**src/rtl/ftdi_pkg.sv**
```systemverilog
// Shared definitions for the FTDI transmit arbiter: state encoding, default header tag
// and the header-byte builder.
package ftdi_pkg;

  localparam logic [3:0] HDR_TAG_DEF = 4'hA;

  typedef enum logic [2:0] {
    ST_ARB_IDLE    = 3'd0,
    ST_ARB_COLLECT = 3'd1,
    ST_ARB_HEADER  = 3'd2,
    ST_ARB_LEN     = 3'd3,
    ST_ARB_PAYLOAD = 3'd4
  } arb_state_t;

  function automatic logic [7:0] build_hdr(input logic [3:0] tag, input logic [3:0] ch);
    return {tag, ch};
  endfunction

endpackage

```
**src/rtl/ftdi_frame_buf.sv**
```systemverilog
// Synchronous byte FIFO holding one collected burst; head byte is visible on rd_data.
module ftdi_frame_buf #(
  parameter int DEPTH = 16
) (
  input  logic       clock_in,
  input  logic       flush,
  input  logic       wr_en,
  input  logic [7:0] wr_data,
  input  logic       rd_en,
  output logic [7:0] rd_data,
  output logic [7:0] count
);
  localparam int PW = (DEPTH > 1) ? $clog2(DEPTH) : 1;

  logic [7:0]    r_mem [DEPTH];
  logic [PW-1:0] r_wr_ptr;
  logic [PW-1:0] r_rd_ptr;
  logic [7:0]    r_count;
  logic          w_wr;
  logic          w_rd;

  function automatic logic [PW-1:0] ptr_inc(input logic [PW-1:0] p);
    return (p == PW'(DEPTH - 1)) ? '0 : p + PW'(1);
  endfunction

  assign w_wr    = wr_en && (r_count < 8'(DEPTH));
  assign w_rd    = rd_en && (r_count != 8'd0);
  assign rd_data = r_mem[r_rd_ptr];
  assign count   = r_count;

  always_ff @(posedge clock_in) begin
    if (flush) begin
      r_wr_ptr <= '0;
      r_rd_ptr <= '0;
      r_count  <= '0;
    end else begin
      if (w_wr) r_wr_ptr <= ptr_inc(r_wr_ptr);
      if (w_rd) r_rd_ptr <= ptr_inc(r_rd_ptr);
      case ({w_wr, w_rd})
        2'b10:   r_count <= r_count + 8'd1;
        2'b01:   r_count <= r_count - 8'd1;
        default: r_count <= r_count;
      endcase
    end
  end

  // Storage is not reset; flushed pointers make stale bytes unreachable.
  always_ff @(posedge clock_in) begin
    if (w_wr) r_mem[r_wr_ptr] <= wr_data;
  end

endmodule

```
**src/rtl/ftdi_tx_arbiter.sv**
```systemverilog
// Round-robin arbiter sharing the FTDI transmit byte path: collects a burst from one channel,
// then emits header {HDR_TAG, ch}, length byte and payload.
module ftdi_tx_arbiter
  import ftdi_pkg::*;
#(
  parameter int         N_CH      = 4,
  parameter int         MAX_BURST = 16,
  parameter int         TIMEOUT   = 255,
  parameter logic [3:0] HDR_TAG   = HDR_TAG_DEF
) (
  input  logic              clock_in,
  input  logic              reset_n,
  input  logic [N_CH-1:0]   req_valid,
  input  logic [8*N_CH-1:0] req_data,
  input  logic [N_CH-1:0]   req_last,
  output logic [N_CH-1:0]   req_ready,
  output logic              tx_valid,
  output logic [7:0]        tx_data,
  input  logic              tx_ready,
  output logic [3:0]        grant_id,
  output logic              busy,
  output arb_state_t        dbg_state
);
  // Handshake: a beat moves on a posedge where valid && ready; the source holds valid/data
  // stable until then, and ready never depends combinationally on valid.
  localparam int IW = (TIMEOUT > 0) ? $clog2(TIMEOUT + 1) : 1;

  arb_state_t    r_state;
  arb_state_t    w_next;
  logic [3:0]    r_grant;
  logic [3:0]    r_rr;
  logic [IW-1:0] r_idle_cnt;
  logic [3:0]    w_pick;
  logic [3:0]    w_rr_inc;
  logic [4:0]    w_sum;
  logic [N_CH-1:0] w_rot;
  logic [N_CH-1:0] w_grant_oh;
  logic [7:0]    w_sel_data;
  logic [7:0]    w_count;
  logic [7:0]    w_rd_data;
  logic          w_found;
  logic          w_sel_valid;
  logic          w_sel_last;
  logic          w_room;
  logic          w_beat;
  logic          w_close;
  logic          w_timeout;
  logic          w_tx_acc;
  logic          w_last_pop;

  // Rotate so bit 0 is the channel at rr_ptr; the lowest set bit wins.
  assign w_rot = (req_valid >> r_rr) | (req_valid << (N_CH - int'(r_rr)));

  always_comb begin
    w_found = 1'b0;
    w_sum   = '0;
    for (int j = N_CH - 1; j >= 0; j--) begin
      if (w_rot[j]) begin
        w_found = 1'b1;
        w_sum   = 5'(j) + {1'b0, r_rr};
      end
    end
    if (w_sum >= 5'(N_CH)) w_sum = w_sum - 5'(N_CH);
    w_pick = w_sum[3:0];
  end

  assign w_rr_inc    = (r_grant == 4'(N_CH - 1)) ? 4'd0 : r_grant + 4'd1;
  assign w_grant_oh  = N_CH'(1) << r_grant;
  assign w_sel_valid = |(req_valid & w_grant_oh);
  assign w_sel_last  = |(req_last & w_grant_oh);
  assign w_sel_data  = 8'(req_data >> {r_grant, 3'b000});
  assign w_room      = w_count < 8'(MAX_BURST);
  assign w_beat      = (r_state == ST_ARB_COLLECT) && w_room && w_sel_valid;
  assign w_close     = w_beat && (w_sel_last || (w_count == 8'(MAX_BURST - 1)));
  assign w_timeout   = (r_idle_cnt == IW'(TIMEOUT));
  assign w_tx_acc    = tx_valid && tx_ready;
  assign w_last_pop  = (r_state == ST_ARB_PAYLOAD) && w_tx_acc && (w_count == 8'd1);

  assign req_ready = ((r_state == ST_ARB_COLLECT) && w_room) ? w_grant_oh : '0;
  assign tx_valid  = (r_state == ST_ARB_HEADER) || (r_state == ST_ARB_LEN) ||
                     (r_state == ST_ARB_PAYLOAD);
  assign grant_id  = (r_state == ST_ARB_IDLE) ? 4'd0 : r_grant;
  assign busy      = (r_state != ST_ARB_IDLE);
  assign dbg_state = r_state;

  always_comb begin
    tx_data = 8'h00;
    case (r_state)
      ST_ARB_HEADER:  tx_data = build_hdr(HDR_TAG, r_grant);
      ST_ARB_LEN:     tx_data = w_count;
      ST_ARB_PAYLOAD: tx_data = w_rd_data;
      default:        tx_data = 8'h00;
    endcase
  end

  always_comb begin
    w_next = r_state;
    case (r_state)
      ST_ARB_IDLE:    if (w_found) w_next = ST_ARB_COLLECT;
      ST_ARB_COLLECT: begin
        if (w_close) w_next = ST_ARB_HEADER;
        else if (!w_beat && w_timeout)
          w_next = (w_count != 8'd0) ? ST_ARB_HEADER : ST_ARB_IDLE;
      end
      ST_ARB_HEADER:  if (w_tx_acc) w_next = ST_ARB_LEN;
      ST_ARB_LEN:     if (w_tx_acc) w_next = ST_ARB_PAYLOAD;
      ST_ARB_PAYLOAD: if (w_last_pop) w_next = ST_ARB_IDLE;
      default:        w_next = ST_ARB_IDLE;
    endcase
  end

  always_ff @(posedge clock_in) begin
    if (!reset_n) begin
      r_state    <= ST_ARB_IDLE;
      r_grant    <= '0;
      r_rr       <= '0;
      r_idle_cnt <= '0;
    end else begin
      r_state <= w_next;
      if ((r_state == ST_ARB_IDLE) && w_found) begin
        r_grant    <= w_pick;
        r_idle_cnt <= '0;
      end
      if (r_state == ST_ARB_COLLECT) begin
        if (w_beat) r_idle_cnt <= '0;
        else if (!w_timeout) r_idle_cnt <= r_idle_cnt + IW'(1);
      end
      // An empty grant that times out also hands priority to the next channel.
      if (((r_state == ST_ARB_COLLECT) && !w_beat && w_timeout && (w_count == 8'd0)) ||
          w_last_pop)
        r_rr <= w_rr_inc;
    end
  end

  ftdi_frame_buf #(
    .DEPTH(MAX_BURST)
  ) u_buf (
    .clock_in(clock_in),
    .flush   (!reset_n),
    .wr_en   (w_beat),
    .wr_data (w_sel_data),
    .rd_en   ((r_state == ST_ARB_PAYLOAD) && w_tx_acc),
    .rd_data (w_rd_data),
    .count   (w_count)
  );

endmodule
```
**config.mk**
```make
export PLATFORM = sky130hd
export DESIGN_NAME = ftdi_tx_arbiter
export DESIGN_NICKNAME = d
export VERILOG_FILES = /design/src/rtl/ftdi_pkg.sv /design/src/rtl/ftdi_frame_buf.sv /design/src/rtl/ftdi_tx_arbiter.sv
export SDC_FILE = /design/constraint.sdc
export NUM_CORES = 1
export LEC_CHECK = 0
export BUFFER_PORTS_ARGS = -buffer_cell sky130_fd_sc_hd__buf_2
export CORE_ASPECT_RATIO = 1.2
export CORE_MARGIN = 1
export CORE_UTILIZATION = 55
export CTS_BUF_LIST = sky130_fd_sc_hd__clkbuf_8
export CTS_CLUSTER_DIAMETER = 100
export DETAILED_ROUTE_END_ITERATION = 8
export GPL_TIMING_DRIVEN = 0
export PLACE_DENSITY = 0.74
export SYNTH_ARGS = -nofsm -noshare
export SYNTH_HDL_FRONTEND = slang
export SYNTH_SLANG_ARGS = --single-unit
```
**constraint.sdc**
```tcl
create_clock -name clock_in -period 5.9 [get_ports clock_in]
set_input_delay 0 -clock clock_in [delete_from_list [all_inputs] [get_ports clock_in]]
set_output_delay 0 -clock clock_in [all_outputs]
set_load 0.02 [all_outputs]
```
==> reports/metrics.cfg, run 1 <==
[outcome]
run_status=complete, but fails checks
failing_checks=DRC

[detailed_routing]
drt-pass1-iter-count=7
detail_route.wirelength_mm=17.7
detail_route.iter0.violations=440
routed_wire_length_per_instance_um=21.3
vias_per_cell=6.06
vias=5045
drt.antenna.violating_nets=0
post-route-drc-count=5

[synth]
synth.avg_cell_area_um2=14.0
yosys_warnings=0
synth_common_cells=edfxtp_1, nor2_1, mux4_2, dfxtp_1, nand2_1
netlist_top_cells_area=edfxtp_1, mux4_2, dfxtp_1, nor2_1, ha_1
netlist.area_leader.share=0.485
async_reset_ff_frac=0
synth_adder_area_share=0.0253
muxShareOfSynthArea=0.167
synth_fp_nets=624
synth_most_common_cell=edfxtp_1
syn_inst=565
synth_xor_area_frac=0.0155
synth_simple_gate_area_share=0.115
ys_dominant_reg_cell=edfxtp_1
dominant_combinational_cell_family_by_area_after_synthesis=multiplexers
synth_largest_area_cell=edfxtp_1
post_synthesis_compound_gate_area_fraction=0.0698
synth.ff_latch_count=167
synth_cell_type_count=64
synth_edf_count=128
syn_area_mm2=0.00793
share_of_synthesized_area_occupied_by_flip_flops_and_latches=0.583

[setup_path]
regToRegEndpoint=r_grant[3]$_SDFFE_PN0P_
ff2ff_setup_slack_ns=2.85
setup.worst_path.start_class=register
timing.critical_path.cells=buf_4, inv_2, ha_1, mux2i_1, o22ai_1, a221oi_2, a2bb2oi_1, a21oi_1, inv_1, ha_1, mux2i_1, a311oi_1
crit_slowest_cell=dfxtp_1
worst-setup-path-type=reg2reg
arrival_ns=3.41
crit_fanout=10
cp_max_stage_delay_ns=0.45
critical_path.endpoint_type=register
r2r-start=r_rr[0]$_SDFFE_PN0P_
crit_path_start=r_rr[0]$_SDFFE_PN0P_
cp.required_ns=6.27
timing.reg2reg.worst_path_depth=12

[place]
numPortBuffers=63
cell_count_post_placement=799
post-place-ws_ns=2.86
hpwlAfterDp_mm=12.7
globalplace.congestion=0.883

[layout]
syn2layout_area_growth_pct=11.7
layout.nets=708
diodes=0
finalCoreUtilization=0.635
fin_cells=832
final_layout_size_suffix_gt1_frac=0.256

[cts]
clk_latency_ns=0.45
post_cts_resize_count=0
clk_path_buf_depth=2
clock_sinks=167
path_clk_slew_ns=0.09
cts_made_buffers=17
cts_root_buffer=clkbuf_8
htree_num_levels=4
tritoncts=done

[sta]
min_period_ns=3.05
tightest_slew_ns=1.26
finalHoldViolations=0
slew_violations=0
worst_slew_margin_rel=0.154
layout_worst_path_cycle_share=0.516
finalSetupTns_ns=0
post-route-worst-setup-slack_ns=2.85
clock.fmax_mhz=328
fin_worst_skew_ns=0.0187
rsz0062_at_grt=false
setup_viol=0

[worst_hold_path]
worst_hold_startpoint=req_valid[0]
hold_path.class=in2reg
endpoint_of_the_worst_hold_path=r_grant[3]$_SDFFE_PN0P_
timing.hold.worst_path_depth=5

[global_route]
gr-usage-all-layers=0.250
grt_antenna_before_repair=0
grt_pass1_vias=5033
grt_busiest_layer=met2
grtUsageMet1=0.294
overflow=0
grtUsageMet3=0.0419
grt_max_degree=17
grt.met2_usage=0.457
grt_first_pass_wirelength_mm=27.6

[floorplanning]
num_rows=47
io_pins=64
fp.dieArea_mm2=0.0149
die_w_um=112
die_y_um=134
coreArea_mm2=0.0139
floorplan.initialDensity=0.569

[pwr]
leakage_dissipation_nw=3.04
power_per_cell_area_mw_per_mm2=340
peakVddDrop_mv=0.200

[flow_run]
max-cap-violations=0

## per-layer routing
layer / vias to the layer above / part of all wire
met5: - / 0
met4: 0 / 0.024
met3: 26 / 0.038
met2: 108 / 0.55
met1: 2569 / 0.39
li1: 2342 / -
## report_power, final
part | internal (mW) | leakage [nW] | switching [mW]
Combinational | 0.250 | 1.39 | 0.498
Sequential | 1.45 | 1.47 | 0.0328
Clock | 0.368 | 0.176 | 0.404
## stage by stage
step	total power, mW	instance area, um^2	hold slack, ns
finish	3.01	8860	0.221
global route	3.13	8860	0.278
CTS	3.02	8850	0.175
detailed placement	2.26	8460	0.313
global placement	2.23	8460	0.309
floorplan	2.02	7930	0.117
## critical path, delay by kind of cell, from the launching register on
kind	cells	cell delay (ns)
adders and majority gates	2	0.69
buffers and inverters	3	0.38
AOI/OAI and AO/OA	5	1.15
muxes	2	0.30
DFF	1	0.45
## cells in the final DEF (no fill, tap or decap), types with 4 or more instances in the layout
cell      netlist  layout
or3_1           5       5
a211oi_1        4       4
o21ai_1         4       4
dfxtp_1        39      39
nand3b_1        8       8
nor2_1         61      61
nand2_1        34      34
mux2i_1        16      16
and2_1         16      16
xnor2_1         6       6
and3_1          5       5
nor2b_1         6       6
a21oi_1        19      19
buf_2          10      73
nand2b_1        5       5
inv_1           9       9
clkbuf_1       14      14
xor2_1          8       8
clkbuf_8        0      17
nand3_1        11      11
a31oi_1         6       6
mux4_2         49      49
ha_1           16      16
nor3_1          7       5
o21ai_0        23      23
edfxtp_1      128     128
## flip-flops by register name (all words and copies together) (netlist names), named ones only
name / flops
dbg_state: 3
r_grant: 4
r_idle_cnt: 8
r_rr: 4
u_buf.count: 8
u_buf.r_mem: 128
u_buf.r_rd_ptr: 4
u_buf.r_wr_ptr: 4
## area by class of cell
type                            count  area [um^2]
Tap cell                          171          214
Multi-Input combinational cell    356         3120
Timing Repair Buffer               65          335
Fill cell                        1020         5080
Sequential cell                   167         4620
Inverter                           11         43.8
Clock buffer                       17          234
Buffer                             31          148
Clock inverter                     14          135
## how the worst max path moves through the flow
| stage | to | slack, ns |
|---|---|---|
| after floorplan | u_buf.count[7]$_SDFFE_PN0P_ | 3.25 |
| after global placement | r_grant[3]$_SDFFE_PN0P_ | 2.94 |
| after detailed placement | r_grant[3]$_SDFFE_PN0P_ | 2.86 |
| after CTS | r_grant[3]$_SDFFE_PN0P_ | 2.85 |
| after global routing | r_grant[3]$_SDFFE_PN0P_ | 2.58 |
| final | r_grant[3]$_SDFFE_PN0P_ | 2.85 |
## logic make-up after synthesis
logic type	after synthesis
buffers and inverters	42
AOI/OAI and AO/OA	82
and+or+nand+nor	176
adders and majority gates	16
xor gates and xnor gates	14
muxes	68
DFF	167
## what timing repair did
item,in CTS,in global routing
hold buffers,2,0
setup buffers,0,0
endpoints found under the hold margin,10,0
Note: power is estimated with default switching activity, not from simulation.
==> inputs of run 2 (changes only) <==
ABC_AREA = 1   (was unset)
clock period = 2.9 ns   (was 5.9 ns; I/O delays follow)
==> reports/metrics.cfg, run 2 <==
[sta]
rsz0062_at_grt=false
layout_worst_path_cycle_share=0.957
finalHoldViolations=0  ; unchanged
setup_viol=0  ; unchanged
fin_worst_skew_ns=0.0119  ; -0.00683 ns
min_period_ns=2.78
clock.fmax_mhz=360
slew_violations=0  ; unchanged
post-route-worst-setup-slack_ns=0.125  ; -2.73 ns
tightest_slew_ns=0.993  ; -0.265 ns
worst_slew_margin_rel=0.334  ; +0.180
whs_ns=0.0564  ; -0.164 ns

[global_route]
grt_max_degree=17  ; unchanged
gr-usage-all-layers=0.288  ; +0.0383
grt_pass1_vias=6215  ; +23%
grt_first_pass_wirelength_mm=32.1  ; +17%
grt_antenna_before_repair=0  ; unchanged
overflow=0  ; unchanged

[cts]
clock_sinks=167  ; unchanged
tritoncts=done
cts_root_buffer=clkbuf_8
cts_made_buffers=17  ; unchanged
clk_latency_ns=0.45  ; about the same
path_clk_slew_ns=0.08  ; about the same
clk_path_buf_depth=2  ; unchanged
cts.repair_timing.setup_buffer_count=0  ; unchanged
htree_num_levels=4  ; unchanged

[detailed_routing]
drt-pass1-iter-count=5  ; -2
detail_route.wirelength_mm=20.7  ; +17%
routed_wire_length_per_instance_um=18.4  ; -13%
post-route-drc-count=0  ; -5
drt.antenna.violating_nets=0  ; unchanged
vias=6657  ; +32%
detail_route.iter0.violations=633  ; +44%
vias_per_cell=5.93  ; -2.2%

[worst_hold_path]
worst_hold_startpoint=req_data[24]
endpoint_of_the_worst_hold_path=u_buf.r_mem[12][0]$_DFFE_PP_
timing.hold.worst_path_depth=3  ; -2
hold_path.class=in2reg

[setup_path]
ff2ff_setup_slack_ns=0.15  ; -2.70 ns
arrival_ns=2.78  ; -0.63 ns
r2r-start=r_grant[1]$_SDFFE_PN0P_
worst-setup-path-type=reg2out
critical_path.top_delay_family=buffers and inverters
critPathBufInv=3  ; unchanged
cp.required_ns=2.90  ; -3.37 ns
critical_path.endpoint_type=output port
setup.worst_path.start_class=register
crit_slowest_cell=clkbuf_1
regToRegEndpoint=u_buf.r_mem[3][5]$_DFFE_PP_
timing.reg2reg.worst_path_depth=9  ; -3
crit_fanout=10  ; unchanged
cp_max_stage_delay_ns=0.49  ; +0.04 ns
timing.critical_path.cells=buf_2, clkbuf_1, o21ai_0, o22ai_1, o21ai_0, nand2_1, nand3_1, o211ai_1, buf_2

[place]
globalplace.congestion=0.990  ; +12%
numPortBuffers=63  ; unchanged
hpwlAfterDp_mm=14.8  ; +16%
post-place-ws_ns=0.216  ; -2.64 ns
cell_count_post_placement=1088  ; +36%

[synth]
synth.ff_latch_count=167  ; unchanged
netlist_top_cells_area=edfxtp_1, dfxtp_1, o21ai_0, nor2_1, nand2_1
share_of_synthesized_area_occupied_by_flip_flops_and_latches=0.576  ; -0.00691
netlist.area_leader.share=0.479  ; -0.00575
synth_cell_type_count=43  ; -33%
synth_largest_area_cell=edfxtp_1
syn_area_mm2=0.00802  ; +1.2%
yosys_warnings=0  ; unchanged
ys_dominant_reg_cell=edfxtp_1
synth_fp_nets=902  ; +45%
async_reset_ff_frac=0  ; unchanged
syn_inst=843  ; +49%
synth_common_cells=nor2_1, edfxtp_1, o21ai_0, nand2_1, inv_1
synth_most_common_cell=nor2_1
synth.avg_cell_area_um2=9.52  ; -32%
synth_edf_count=128  ; unchanged

[layout]
finalCoreUtilization=0.637  ; +0.00122
final.fill_count=1207  ; +18%
layout_commonest_cell=nor2_1
layout.nets=993  ; +40%
final_cell_mix=nor2_1, edfxtp_1, o21ai_0
largest-register=u_buf.r_mem
fin_cells=1122  ; +35%
final_layout_size_suffix_gt1_frac=0.163  ; -0.0931
diodes=0  ; unchanged
syn2layout_area_growth_pct=13.4
largest_reg_flops=128  ; unchanged

[pwr]
power_per_cell_area_mw_per_mm2=742  ; +120%
peakVddDrop_mv=0.601  ; +200%
leakage_dissipation_nw=3.43  ; +13%
fin_total_pwr_mw=6.75  ; +120%

[outcome]
run_status=completed

[floorplanning]
die_y_um=134  ; +0.59%
io_pins=64  ; unchanged
num_rows=48  ; +2.1%
fp.dieArea_mm2=0.0151  ; +1.2%
floorplan.initialDensity=0.561  ; -0.00754
die_w_um=112  ; +0.59%
coreArea_mm2=0.0143  ; +2.6%

[flow_run]
max-cap-violations=0  ; unchanged

## run 2: changes by cell type after synthesis, sizes merged, moves of 19 or more
cell / delta
nor2: +81
o21ai: +81
a21oi: +19
o22ai: +24
nand3: +41
mux4: -51
inv: +58
nand2: +66
## run 2: timing repair
| action | 4_1_cts | 5_1_grt |
|---|---|---|
| endpoints found under the setup margin | 0 | 29 |
| hold buffers | 2 | 0 |
| hold endpoints to repair | 2 | 0 |
| gates resized for setup | 0 | 14 |
## run 2: layout make-up
class | instances | area, um^2 | share of cell area
inverter | 72 | 279 | 0.0307
clock inverter | 12 | 114 | 0.0125
tap | 175 | 219 | 0.0241
clock buffer | 20 | 275 | 0.0302
timing repair buffer | 72 | 414 | 0.0455
sequential | 167 | 4620 | 0.508
multi-input combinational | 564 | 2990 | 0.329
buffer | 40 | 184 | 0.0202
## run 2: layer usage
layer,vias up,track usage,wire [um]
met5,-,0,0
met3,49,0.0565,1520
li1,3158,-,-
met2,294,0.494,10300
met1,3156,0.358,8260
met4,0,0.119,567
## run 2: worst max path at each step
stage / endpoint / slack [ns] / cells after the start
2_1_floorplan: u_buf.count[7]$_SDFFE_PN0P_ / 0.69 / 12
3_3_place_gp: u_buf.r_mem[2][2]$_DFFE_PP_ / -0.55 / 6
3_5_place_dp: u_buf.r_mem[3][2]$_DFFE_PP_ / 0.22 / 9
4_1_cts: tx_data[2] / 0.01 / 10
5_1_grt: u_buf.r_mem[3][6]$_DFFE_PP_ / 0.0004 / 9
6_report: tx_data[7] / 0.12 / 9
## run 2: worst min-delay path, cell delays in order
cell      delay (ns)
buf_2           0.07
a221oi_1        0.07
nor3_2          0.20
## run 2: power breakdown
group	switching [mW]	leakage [nW]	internal, mW
clock network	0.797	0.215	0.819
logic	1.41	1.73	0.598
registers	0.0768	1.48	3.04
total	2.29	3.43	4.46
## run 2: per-stage QoR
stage / setup TNS (ns) / instance area (um^2)
floorplan: 0 / 8020
global placement: -52.63 / 8560
detailed placement: 0 / 8680
CTS: 0 / 9080
global route: 0 / 9100
finish: 0 / 9100
## run 2: cells by family (layout without fill, tap and decap cells)
kind of cell / Yosys count / in the layout / share of synthesized area
buffers and inverters: 112 / 216 / 0.0568
AND/OR/NAND/NOR: 325 / 325 / 0.173
flip-flops: 167 / 167 / 0.576
XOR/XNOR: 10 / 10 / 0.0109
adder cells (fa/ha/maj): 16 / 16 / 0.0250
AO/OA/AOI/OAI: 213 / 213 / 0.158
